$ cat config.mk
export PLATFORM = sky130hd
export DESIGN_NAME = seg_scan
export DESIGN_NICKNAME = d
export VERILOG_FILES = /design/src/rtl/seg_pkg.sv /design/src/rtl/seg_scan_timer.sv /design/src/rtl/seg_scan.sv
export SDC_FILE = /design/constraint.sdc
export NUM_CORES = 1
export LEC_CHECK = 0
export BUFFER_PORTS_ARGS = -buffer_cell sky130_fd_sc_hd__buf_2
export CAP_MARGIN = 25
export CORE_MARGIN = 8
export CORE_UTILIZATION = 30
export CTS_BUF_LIST = sky130_fd_sc_hd__clkbuf_8 sky130_fd_sc_hd__clkbuf_16
export DETAILED_ROUTE_END_ITERATION = 6
export HOLD_SLACK_MARGIN = 0.03
export SLEW_MARGIN = 5
export SYNTH_ARGS = -nofsm -noshare
export SYNTH_HDL_FRONTEND = slang
export SYNTH_SLANG_ARGS = --single-unit
$ cat constraint.sdc
create_clock -name clk -period 3.2 [get_ports clk]
set_input_delay 0.32 -clock clk [delete_from_list [all_inputs] [get_ports clk]]
set_output_delay 0.32 -clock clk [all_outputs]
set_load 0.05 [all_outputs]
$ cat src/rtl/seg_pkg.sv
// ---------------------------------------------------------------------------
// seg_pkg
// Shared definitions for the seven-segment display path: segment bit order
// (same as the number-to-segment-code converter), the all-zero and all-off
// codes, the digit count and the scan sequencer state type.
// ---------------------------------------------------------------------------
package seg_pkg;

    // Segment bit order within one digit byte: bit7..bit0 = a,b,c,d,e,f,g,dp.
    // A 1 lights the segment.
    localparam int SEG_A  = 7;
    localparam int SEG_B  = 6;
    localparam int SEG_C  = 5;
    localparam int SEG_D  = 4;
    localparam int SEG_E  = 3;
    localparam int SEG_F  = 2;
    localparam int SEG_G  = 1;
    localparam int SEG_DP = 0;

    localparam logic [7:0] SEG_ZERO = 8'hfc;  // digit "0": a..f lit
    localparam logic [7:0] SEG_OFF  = 8'h00;  // nothing lit
    localparam int         NUM_DIG  = 3;

    typedef enum logic {
        BLANK = 1'b0,
        SHOW  = 1'b1
    } scan_state_t;

    // Active-high one-hot enable for a digit index (0 ones, 1 tens, 2 hundreds).
    function automatic logic [NUM_DIG-1:0] dig_onehot(input logic [1:0] idx);
        logic [NUM_DIG-1:0] oh;
        case (idx)
            2'd0:    oh = 3'b001;
            2'd1:    oh = 3'b010;
            default: oh = 3'b100;
        endcase
        return oh;
    endfunction

endpackage

$ cat src/rtl/seg_scan_timer.sv
// ---------------------------------------------------------------------------
// seg_scan_timer
// Scan sequencer: alternates BLANK (BLANK_CYC cycles) and SHOW (CLK_DIV
// cycles) per digit, stepping ones -> tens -> hundreds -> ones.
//
// Ports
//   clk        in   system clock
//   rst        in   asynchronous active-low reset
//   idx_nxt    out  digit index that will be current after the next edge
//   phase_nxt  out  scan phase that will be current after the next edge
//   snap_en    out  the next edge leaves the BLANK in front of the ones digit
//   frame_end  out  the next edge leaves the SHOW of the hundreds digit
//
// The *_nxt values and strobes are consumed by the output registers in the
// parent so the pins change on the same edge as the sequencer state.
// ---------------------------------------------------------------------------
module seg_scan_timer
    import seg_pkg::*;
#(
    parameter int CLK_DIV   = 50000,
    parameter int BLANK_CYC = 16
) (
    input  logic        clk,
    input  logic        rst,
    output logic [1:0]  idx_nxt,
    output scan_state_t phase_nxt,
    output logic        snap_en,
    output logic        frame_end
);

    localparam int CNT_MAX = (CLK_DIV > BLANK_CYC) ? CLK_DIV : BLANK_CYC;
    localparam int CNT_W   = (CNT_MAX > 1) ? $clog2(CNT_MAX) : 1;

    localparam logic [CNT_W-1:0] SHOW_LAST  = CNT_W'(CLK_DIV - 1);
    localparam logic [CNT_W-1:0] BLANK_LAST = CNT_W'(BLANK_CYC - 1);

    scan_state_t      state_q, state_d;
    logic [CNT_W-1:0] cnt_q,   cnt_d;
    logic [1:0]       idx_q,   idx_d;

    always_comb begin
        // NOTE: every signal gets a default before any branch so no path
        // leaves it unassigned; that is what keeps this block latch-free.
        state_d   = state_q;
        cnt_d     = cnt_q + 1'b1;
        idx_d     = idx_q;
        snap_en   = 1'b0;
        frame_end = 1'b0;

        if (state_q == BLANK) begin
            if (cnt_q == BLANK_LAST) begin
                state_d = SHOW;
                cnt_d   = '0;
                // The code is latched only in front of the ones digit so a
                // frame never mixes digits from two different codes.
                snap_en = (idx_q == 2'd0);
            end
        end else begin
            if (cnt_q == SHOW_LAST) begin
                state_d   = BLANK;
                cnt_d     = '0;
                idx_d     = (idx_q == 2'd2) ? 2'd0 : idx_q + 2'd1;
                frame_end = (idx_q == 2'd2);
            end
        end
    end

    // NOTE: sequential state is written only with non-blocking assignments so
    // every flop samples the pre-edge value of every other flop.
    always_ff @(posedge clk or negedge rst) begin
        if (!rst) begin
            state_q <= BLANK;
            cnt_q   <= '0;
            idx_q   <= 2'd0;
        end else begin
            state_q <= state_d;
            cnt_q   <= cnt_d;
            idx_q   <= idx_d;
        end
    end

    assign idx_nxt   = idx_d;
    assign phase_nxt = state_d;

endmodule

$ cat src/rtl/seg_scan.sv
// ---------------------------------------------------------------------------
// seg_scan
// Time-multiplexed driver for a three-digit seven-segment display. Shows
// ones, tens, hundreds in turn with a blanking gap before each digit,
// latches a new code only at frame boundaries and optionally suppresses
// leading zeros.
//
// Ports
//   clk         in   system clock
//   rst         in   asynchronous active-low reset
//   my_code     in   [23:16] hundreds, [15:8] tens, [7:0] ones segment codes
//   blank_lz    in   1 = suppress leading zeros (latched with my_code)
//   seg_out     out  segment lines of the active digit (registered)
//   dig_sel     out  digit enables, bit0 ones .. bit2 hundreds (registered)
//   frame_done  out  one-cycle pulse on the first BLANK after hundreds
// ---------------------------------------------------------------------------
module seg_scan
    import seg_pkg::*;
#(
    parameter int CLK_DIV        = 50000,
    parameter int BLANK_CYC      = 16,
    parameter bit DIG_ACTIVE_LOW = 1'b1
) (
    input  logic        clk,
    input  logic        rst,
    input  logic [23:0] my_code,
    input  logic        blank_lz,
    output logic [7:0]  seg_out,
    output logic [2:0]  dig_sel,
    output logic        frame_done
);

    localparam logic [NUM_DIG-1:0] DIG_OFF = DIG_ACTIVE_LOW ? 3'b111 : 3'b000;

    logic [1:0]  idx_nxt;
    scan_state_t phase_nxt;
    logic        snap_en;
    logic        frame_end;

    seg_scan_timer #(
        .CLK_DIV   (CLK_DIV),
        .BLANK_CYC (BLANK_CYC)
    ) u_timer (
        .clk       (clk),
        .rst       (rst),
        .idx_nxt   (idx_nxt),
        .phase_nxt (phase_nxt),
        .snap_en   (snap_en),
        .frame_end (frame_end)
    );

    logic [23:0]        snap_q, snap_d;
    logic               lz_q,   lz_d;
    logic [7:0]         seg_q,  seg_d;
    logic [NUM_DIG-1:0] dig_q,  dig_d;
    logic               frame_q, frame_d;

    logic       hund_blank;
    logic       tens_blank;
    logic       digit_blank;
    logic [7:0] digit_code;
    logic [2:0] digit_on;

    always_comb begin
        snap_d = snap_en ? my_code  : snap_q;
        lz_d   = snap_en ? blank_lz : lz_q;

        // Leading zeros cascade from the hundreds downwards; ones always shows.
        hund_blank = lz_d && (snap_d[23:16] == SEG_ZERO);
        tens_blank = hund_blank && (snap_d[15:8] == SEG_ZERO);

        case (idx_nxt)
            2'd0: begin
                digit_code  = snap_d[7:0];
                digit_blank = 1'b0;
            end
            2'd1: begin
                digit_code  = snap_d[15:8];
                digit_blank = tens_blank;
            end
            default: begin
                digit_code  = snap_d[23:16];
                digit_blank = hund_blank;
            end
        endcase

        digit_on = DIG_ACTIVE_LOW ? ~dig_onehot(idx_nxt) : dig_onehot(idx_nxt);

        // Outputs are computed from the post-edge sequencer state so they
        // register on the same edge the state changes.
        seg_d = SEG_OFF;
        dig_d = DIG_OFF;
        if ((phase_nxt == SHOW) && !digit_blank) begin
            seg_d = digit_code;
            dig_d = digit_on;
        end

        frame_d = frame_end;
    end

    always_ff @(posedge clk or negedge rst) begin
        if (!rst) begin
            snap_q  <= '0;
            lz_q    <= 1'b0;
            seg_q   <= SEG_OFF;
            dig_q   <= DIG_OFF;
            frame_q <= 1'b0;
        end else begin
            snap_q  <= snap_d;
            lz_q    <= lz_d;
            seg_q   <= seg_d;
            dig_q   <= dig_d;
            frame_q <= frame_d;
        end
    end

    assign seg_out    = seg_q;
    assign dig_sel    = dig_q;
    assign frame_done = frame_q;

endmodule

Word-level counts from Yosys, hierarchy flattened
Index checks and enable logic that the tools add are counted.
Cells by class
  add/sub/neg operators: 2
  equal/unequal tests: 6
  muxes and demuxes: 20
  bitwise operators: 1
  reduce and logical (&&, ||, !) cells: 6
Operator list (count)
  $mux 16: 3
  $mux 24: 1
  $add 16x1->16 const B: 1
  $eq 16x16->1 const B: 1
  $eq 16x4->1 const B: 1
  $eq 8x8->1 const B: 2
  $pmux 8 s2: 1
  $mux 1: 8
  $mux 8: 1
  $mux 2: 3
  $pmux 3 s2: 1
  $logic_not 2->1: 2
  $logic_and 1x1->1: 3
  $mux 3: 1
  $not 3->3: 1
  $add 2x1->2 const B: 1
  $eq 2x1->1 const B: 1
  $eq 2x2->1 const B: 1
  $pmux 1 s2: 1
  $logic_not 1->1: 1
Word-level totals
  register bits: 56
  input bits: 27
  output and inout bits: 12
  word-level logic and storage cells: 43

Depth between registers and ports, before layout
Gate-level depths: netlist of run 1.
  depth in word-level cells: 11
  depth in mapped cells: 11
  mapped depth without buffers: 8

Modules after synthesis
From an unflattened synthesis of run 1, not the netlist that was laid out.
Unflattened totals
  cells, all modules: 207
  area, all modules: 2578.7 um^2
By module, submodules not included
  seg_scan: times used 1, cells an instance 119, area each 1644.1 um^2, sequential area each 929.6 um^2
  seg_scan_timer: times used 1, cells an instance 88, area each 934.6 um^2, sequential area each 475.5 um^2

Worst setup path after synthesis of run 1
No wires, ideal clock.
  path kind: register to register
  start point: reg u_timer.cnt_q[0]
  end point: reg seg_q[6], in the netlist seg_out[6]
  library setup time: 124 ps
  arrival time: 2127 ps
  data required time: 3076 ps
  slack: 949 ps
  cell stages (with the launch flop): 10
  buffers on the path: 1
  clock period less this slack: 2251 ps
  cell sequence: dfrtp_1 -> ha_1 -> and3_1 -> buf_2 -> nand3_4 -> or4b_4 -> a221oi_2 -> a31oi_1 -> o21a_1 -> o31a_1
Between the ends
  word-level cells in the longest chain between the ends: 11
  elaborated cells between the ends (all ways): 22
  those cells by class: 5 x eq/ne; 12 x mux; 5 x reduce/logical
RTL lines
  from (decl): RTL line seg_scan_timer.sv:38  | logic [CNT_W-1:0] cnt_q, cnt_d;
  from (signal assigned): RTL line seg_scan_timer.sv:77  | cnt_q <= cnt_d;
  $eq 16x4->1: RTL line seg_scan_timer.sv:51  | if (cnt_q == BLANK_LAST) begin
  $mux 1: RTL line seg_scan_timer.sv:51
  $mux 1: RTL line seg_scan_timer.sv:50  | if (state_q == BLANK) begin
  $mux 24: RTL line seg_scan.sv:65  | snap_d = snap_en ? my_code : snap_q;
  $eq 8x8->1: RTL line seg_scan.sv:69  | hund_blank = lz_d && (snap_d[23:16] == SEG_ZERO);
  $logic_and 1x1->1: RTL line seg_scan.sv:69
  $logic_and 1x1->1: RTL line seg_scan.sv:70  | tens_blank = hund_blank && (snap_d[15:8] == SEG_ZERO);
  $pmux 1 s2: RTL line seg_scan.sv:72  | case (idx_nxt)
  $logic_not 1->1: RTL line seg_scan.sv:93  | if ((phase_nxt == SHOW) && !digit_blank) begin
  $logic_and 1x1->1: RTL line seg_scan.sv:93
  $mux 8 *: RTL line seg_scan.sv:93
  named net seg_d[6]: RTL line seg_scan.sv:54  | logic [7:0] seg_q, seg_d;
  to (signal assigned): RTL line seg_scan.sv:111  | seg_q <= seg_d;
  to (decl): RTL line seg_scan.sv:54
Mark *: on every way through the listed nets, which the timed path passes. The rest lies on a longest branch.

Final worst setup path of run 1
  start point: reg u_timer.cnt_q[0]
  end point: reg seg_q[4], in the netlist seg_out[4]
Between the ends
  elaborated cells between the ends (all ways): 22
  those cells by class: 5 x eq/ne; 12 x mux; 5 x reduce/logical
RTL lines
  $eq 16x4->1: RTL line seg_scan_timer.sv:51
  $mux 1: RTL line seg_scan_timer.sv:51
  $mux 1: RTL line seg_scan_timer.sv:50
  $mux 24: RTL line seg_scan.sv:65
  named net snap_d[4]: RTL line seg_scan.sv:52  | logic [23:0] snap_q, snap_d;
  $pmux 8 s2: RTL line seg_scan.sv:72
  $mux 8: RTL line seg_scan.sv:93
  named net seg_d[4]: RTL line seg_scan.sv:54
The timed path passes the listed nets, and every way through them passes these cells.

==> summary.txt, run 1 <==
commonest non-fill, non-tap cell in the layout -> dfrtp_1
CTS Root Buffer Type -> clkbuf_8
CP max stage cell -> or3_1
status -> finished, final reports clean
Final min period -> 2.71 ns
Worst Hold Slack -> 0.0275 ns
PortBufs -> 38
hold-fix buffers at CTS -> 0
Via-to-Cell Ratio -> 4.80
period utilization -> 84.6%
CTS tree -> yes
Top Ports -> 39
number of global-route vias before repair -> 2043
Post-synth EDFFs -> 0
Clock Skew -> 0.0108 ns
Detailed Route WL -> 5.99 mm
Starting Density -> 30.6%
Design Power -> 1.22 mW
Worst R2R Start -> u_timer.cnt_q[0]
Die Wd -> 110 um
final setup fails -> 0
share of layout cells above drive strength 1 -> 28.2%
TNS Setup -> 0 ns
core area -> 8640 um^2
Slew HR -> 45.0%
Leak Pwr -> 1.36 nW
worst-path fanout max -> 19
Via Count -> 1881
placed cells -> 384
Min-Delay Path Class -> in -> async
Synth Instances -> 241
number of remaining DRC errors -> 0
Reg2Reg Depth -> 8
Fin. Hold Viols -> 0
DRT iter0 DRCs -> 69
antenna cell count -> 0
Worst setup SP type -> flip-flop
max-slew violations -> 0
post-synthesis net count -> 269
GRT Overall Usage -> 10.7%
Routability Congestion -> 0.783
max cap viols -> 0
post-place setup slack -> 0.487 ns
Clock Sinks -> 56
element type at the critical path end -> flip-flop
Setup Crit Path Kind -> reg -> reg
Final WS setup -> 0.492 ns
nets -> 311
non-filler cells, final -> 392
Req. time, crit path -> 3.37 ns
crit path cell chain -> ha_1 > and3_1 > nand3_4 > or3_1 > mux2_4 > nor2b_1 > a211oi_1 > a311oi_1
Die H -> 110 um
synthesized area per cell -> 10.9 um^2
r2r setup slk -> 0.49 ns
initial antenna violation count -> 0
ys flop type -> dfrtp_1
final instance area -> 3030 um^2
Antenna Nets Post-Route -> 0
Placed Area -> 2950 um^2
CTS clock-pin slew for the worst setup and hold paths -> 0.11 ns
hpwl dp -> 4.45 mm
Worst VDD drop -> 0.000178 V
First-pass DRT Iterations -> 4
Post-CTS Setup Bufs -> 0
pwr dens -> 401 nW/um^2
Mapped Area -> 2640 um^2
gr ovfl total -> 0
drt wl/cell -> 15.3 um
Synth area leaders -> dfrtp_1, nand2_1, mux2_2
Clk Latency, worst-skew pair -> 0.32 ns
RSZ-0062 raised after global routing -> false
first-pass GRT wire length -> 10.2 mm
r2r endpoint -> seg_out[4]
Yosys cell types -> 49
CP peak stage delay -> 0.69 ns
post-layout util -> 35.1%
maximum clock frequency -> 369 MHz
Post-synth ARST share -> 100%
largest net degree at the start of global routing -> 32
area growth from synthesis to layout -> 14.9%
register bit total from synthesis -> 56
Resize count post-CTS -> 0
most frequent cells in the layout -> dfrtp_1, nand2_1, buf_2, nor2_1, nand3_1
Bufs on Longest Clock Path -> 2
CTS buffer count -> 5
share of the synthesized area in the top cell type -> 50.3%
synthesis warning total -> 0
die area -> 12100 um^2
CTS HTree Levels -> 2
dominant cell type by area after synthesis -> dfrtp_1
actual slew at the worst max-slew pin -> 0.826 ns
Worst Path Arrival -> 2.88 ns
# rows -> 34
sequential fraction of the synthesis area -> 53.2%
[worst max path at each step]
stage	from	to	cells after the start
6_report	u_timer.cnt_q[0]	seg_out[4]	8
5_1_grt	u_timer.cnt_q[0]	seg_out[4]	8
4_1_cts	u_timer.cnt_q[0]	seg_out[4]	8
3_5_place_dp	u_timer.cnt_q[0]	seg_out[4]	8
3_3_place_gp	u_timer.cnt_q[0]	seg_out[4]	8
2_1_floorplan	u_timer.cnt_q[0]	seg_out[6]	9
[critical path, delay by kind of cell, from the launching register on]
kind	cells	cell delay (ns)
and+or+nand+nor	4	1.29
DFF	1	0.37
AOI/OAI and AO/OA	2	0.28
muxes	1	0.43
adders and majority gates	1	0.19
[sequential cells by signal, summed over array words and instances (netlist names)]
name	cells
dig_sel	3
frame_done	1
lz_q	1
seg_out	8
snap_q	24
u_timer.cnt_q	16
u_timer.idx_q	2
u_timer.state_q	1
[logic make-up after synthesis]
logic type               Yosys count  synth area share, %
AND/OR/NAND/NOR                  123                 24.6
flip-flops                        56                 53.2
multiplexers                      20                 8.63
AO/OA/AOI/OAI                     19                 6.45
XOR/XNOR                          14                 4.65
buffers and inverters              8                 1.94
adder cells (fa/ha/maj)            1                0.474
[Yosys cell counts (3+ instances only)]
library cell   n
a311oi_1       4
and3_1         6
nor2b_1        5
nand3_1       13
and2_1         3
nand4_1        4
nand2_2        4
mux2_1         3
nor2_1        18
nor3_1         3
mux2i_1        4
nor4_1         4
mux2_2        11
xor2_1         9
dfstp_2        3
a21oi_1        3
nand2_1       46
xnor2_1        5
nand2b_1       3
dfrtp_1       53
[metal layers]
metal / up-vias / global-route usage [%] / part of all wire, %
li1: 916 / - / -
met2: 37 / 17.3 / 48
met4: 0 / 2.60 / 0.72
met1: 923 / 14.0 / 47
met5: - / 0 / 0
met3: 5 / 2.75 / 4.2
[final cells by class]
cell class | instances | area [um^2]
fill | 887 | 5600
sequential | 56 | 1410
multi-input combinational | 177 | 1190
timing repair buffer | 41 | 213
tap | 108 | 135
clock buffer | 5 | 68.8
clock inverter | 3 | 16.3
inverter | 2 | 7.51
[report_power, final]
part | internal [mW] | switching, mW | leakage [nW]
logic | 0.0348 | 0.0581 | 0.632
clock network | 0.151 | 0.235 | 0.0453
registers | 0.728 | 0.00831 | 0.681
total | 0.914 | 0.301 | 1.36
No activity file was read; power rests on OpenSTA's default activity.
==> run 2: changes to the inputs <==
==> constraint.sdc (replaced) <==
create_clock -name clk -period 2.7 [get_ports clk]
set_input_delay 0.27 -clock clk [delete_from_list [all_inputs] [get_ports clk]]
set_output_delay 0.27 -clock clk [all_outputs]
set_load 0.05 [all_outputs]
==> summary.txt, run 2 (synthesis results as in run 1) <==
maximum clock frequency -> 393 MHz (+6.5%)
Routability Congestion -> 0.798 (+2.0%)
Worst VDD drop -> 0.000233 V (+31%)
number of global-route vias before repair -> 2049 (+0.29%)
PortBufs -> 38 (unchanged)
Worst Path Arrival -> 2.73 ns (-0.15 ns)
Worst setup SP type -> flip-flop
GRT Overall Usage -> 10.6% (-0.12 points)
area growth from synthesis to layout -> 19.2%
Starting Density -> 30.6% (unchanged)
TNS Setup -> 0 ns (unchanged)
Final WS setup -> 0.158 ns (-0.334 ns)
Fin. Hold Viols -> 0 (unchanged)
Top reg by flops -> snap_q
initial antenna violation count -> 0 (unchanged)
Top Ports -> 39 (unchanged)
share of layout cells above drive strength 1 -> 30.1% (+2.0 points)
Post-CTS Setup Bufs -> 0 (unchanged)
Design Power -> 1.57 mW (+29%)
die area -> 12100 um^2 (unchanged)
drt wl/cell -> 15.1 um (-1.2%)
Resize count post-CTS -> 0 (unchanged)
Die H -> 110 um (unchanged)
first-pass GRT wire length -> 10.0 mm (-1.8%)
Detailed Route WL -> 6.03 mm (+0.80%)
non-filler cells, final -> 400 (+2.0%)
post-layout util -> 36.4% (+1.3 points)
period utilization -> 94.2% (+9.5 points)
max cap viols -> 0 (unchanged)
CTS buffer count -> 5 (unchanged)
Crit path max-delay family -> simple AND/OR/NAND/NOR gates
crit path cell chain -> ha_1 > and3_1 > nand3_4 > or4b_4 > a221oi_2 > a31oi_1 > o21ai_2 > a311oi_1
hold path depth -> 3
CTS tree -> yes
Comb pwr share -> 7.2% (-0.4 points)
RSZ-0062 raised after global routing -> false
post-place setup slack -> 0.163 ns (-0.323 ns)
CTS HTree Levels -> 2 (unchanged)
CTS Root Buffer Type -> clkbuf_8
Via Count -> 1938 (+3.0%)
Setup Crit Path Kind -> reg -> reg
Antenna Nets Post-Route -> 0 (unchanged)
Leak Pwr -> 1.42 nW (+4.2%)
nets -> 319 (+2.6%)
Via-to-Cell Ratio -> 4.85 (+0.97%)
Req. time, crit path -> 2.88 ns (-0.49 ns)
status -> finished, final reports clean
switching share of total power -> 22.7% (-2.1 points)
Bufs on Longest Clock Path -> 2 (unchanged)
Worst R2R Start -> u_timer.cnt_q[0]
First-pass DRT Iterations -> 4 (unchanged)
Flop pwr share -> 55.8% (-4.8 points)
Clk Latency, worst-skew pair -> 0.31 ns (about the same)
Worst Hold Slack -> 0.180 ns (+0.153 ns)
Bufs and invs on worst path -> 0 (unchanged)
# fillers -> 871 (-1.8%)
element type at the critical path end -> flip-flop
antenna cell count -> 0 (unchanged)
# rows -> 34 (unchanged)
CP max stage cell -> or4b_4
core area -> 8640 um^2 (unchanged)
DRT iter0 DRCs -> 111 (+61%)
Sw Pwr -> 356 uW (+18%)
Final min period -> 2.54 ns (-0.166 ns)
r2r setup slk -> 0.16 ns (-0.33 ns)
actual slew at the worst max-slew pin -> 0.661 ns (-0.165 ns)
hpwl dp -> 4.62 mm (+3.7%)
placed cells -> 391 (+1.8%)
number of remaining DRC errors -> 0 (unchanged)
most frequent cells in the layout -> dfrtp_1, nand2_1, buf_2, nor2_1, nand3_1
max reg flops -> 24 (unchanged)
Clock Skew -> 0.00733 ns (-0.00348 ns)
Slew HR -> 55.9% (+11 points)
Clock Sinks -> 56 (unchanged)
largest net degree at the start of global routing -> 29 (-9.4%)
CP peak stage delay -> 0.52 ns (-0.17 ns)
Clock power frac -> 37.0% (+5.3 points)
gr ovfl total -> 0 (unchanged)
final instance area -> 3140 um^2 (+3.7%)
Placed Area -> 3010 um^2 (+2.2%)
CTS clock-pin slew for the worst setup and hold paths -> 0.10 ns (about the same)
Min-Delay Path Class -> in -> reg
max-slew violations -> 0 (unchanged)
Reg2Reg Depth -> 8 (unchanged)
pwr dens -> 498 nW/um^2 (+24%)
Die Wd -> 110 um (unchanged)
worst-path fanout max -> 7 (-12)
final setup fails -> 0 (unchanged)
P_int -> 1.21 mW (+32%)
Hold Crit Start -> my_code[6]
r2r endpoint -> seg_out[3]
commonest non-fill, non-tap cell in the layout -> dfrtp_1
Hold EP -> snap_q[6]
==> run 2: cell types whose count changed in the layout (fill, tap and decap cells not counted) <==
cell           before  now
clkinv_4            0    1
buf_12              0    1
clkinvlp_4          1    0
bufinv_16           0    1
buf_4               3    9
dlygate4sd3_1       0    1
inv_1               3    2
clkbuf_8            5    6
clkinv_2            1    0
==> run 2: worst reg2reg max path: cells and delay by family, from the launching register on <==
| kind | cells | cell delay, ns |
|---|---|---|
| flip-flops | 1 | 0.38 |
| AND/OR/NAND/NOR | 3 | 0.98 |
| adder cells (fa/ha/maj) | 1 | 0.20 |
| AO/OA/AOI/OAI | 4 | 0.86 |
==> run 2: worst max path at each step <==
stage                      from          to  slack [ns]  cells past startpoint
5_1_grt        u_timer.cnt_q[0]  seg_out[3]        0.02                      8
4_1_cts        u_timer.cnt_q[0]  seg_out[0]        0.16                      9
3_5_place_dp   u_timer.cnt_q[0]  seg_out[0]        0.16                      9
3_3_place_gp   u_timer.cnt_q[0]  seg_out[5]        0.22                      8
2_1_floorplan  u_timer.cnt_q[0]  seg_out[6]        0.45                      9
6_report       u_timer.cnt_q[0]  seg_out[3]        0.16                      8
==> run 2: repair_timing <==
item	in CTS	in global routing
endpoints found under the setup margin	0	0
hold buffers	1	0
hold endpoints to repair	26	0
==> run 2: final cells by class <==
| cell class | instances | area, um^2 | share of cell area [%] |
|---|---|---|---|
| clock buffer | 6 | 82.6 | 2.63 |
| clock inverter | 2 | 38.8 | 1.23 |
| inverter | 2 | 7.51 | 0.239 |
| multi-input combinational | 177 | 1190 | 37.8 |
| sequential | 56 | 1410 | 44.7 |
| tap | 108 | 135 | 4.30 |
| timing repair buffer | 49 | 288 | 9.15 |
==> run 2: metal layers <==
layer | routed length (um) | share of wire [%] | up-vias | GRT usage, %
met3 | 280 | 4.6 | 5 | 2.93
met2 | 2910 | 48 | 45 | 17.6
met5 | 0 | 0 | - | 0
met1 | 2800 | 46 | 954 | 13.4
met4 | 44 | 0.73 | 0 | 2.60
li1 | - | - | 934 | -
==> run 2: power groups by stage <==
stage	Combinational, mW	Sequential, mW	Clock (mW)
floorplan	0.0341	0.909	0
global placement	0.113	0.890	0
detailed placement	0.114	0.890	0
CTS	0.115	0.874	0.600
global route	0.124	0.877	0.629
finish	0.113	0.874	0.579
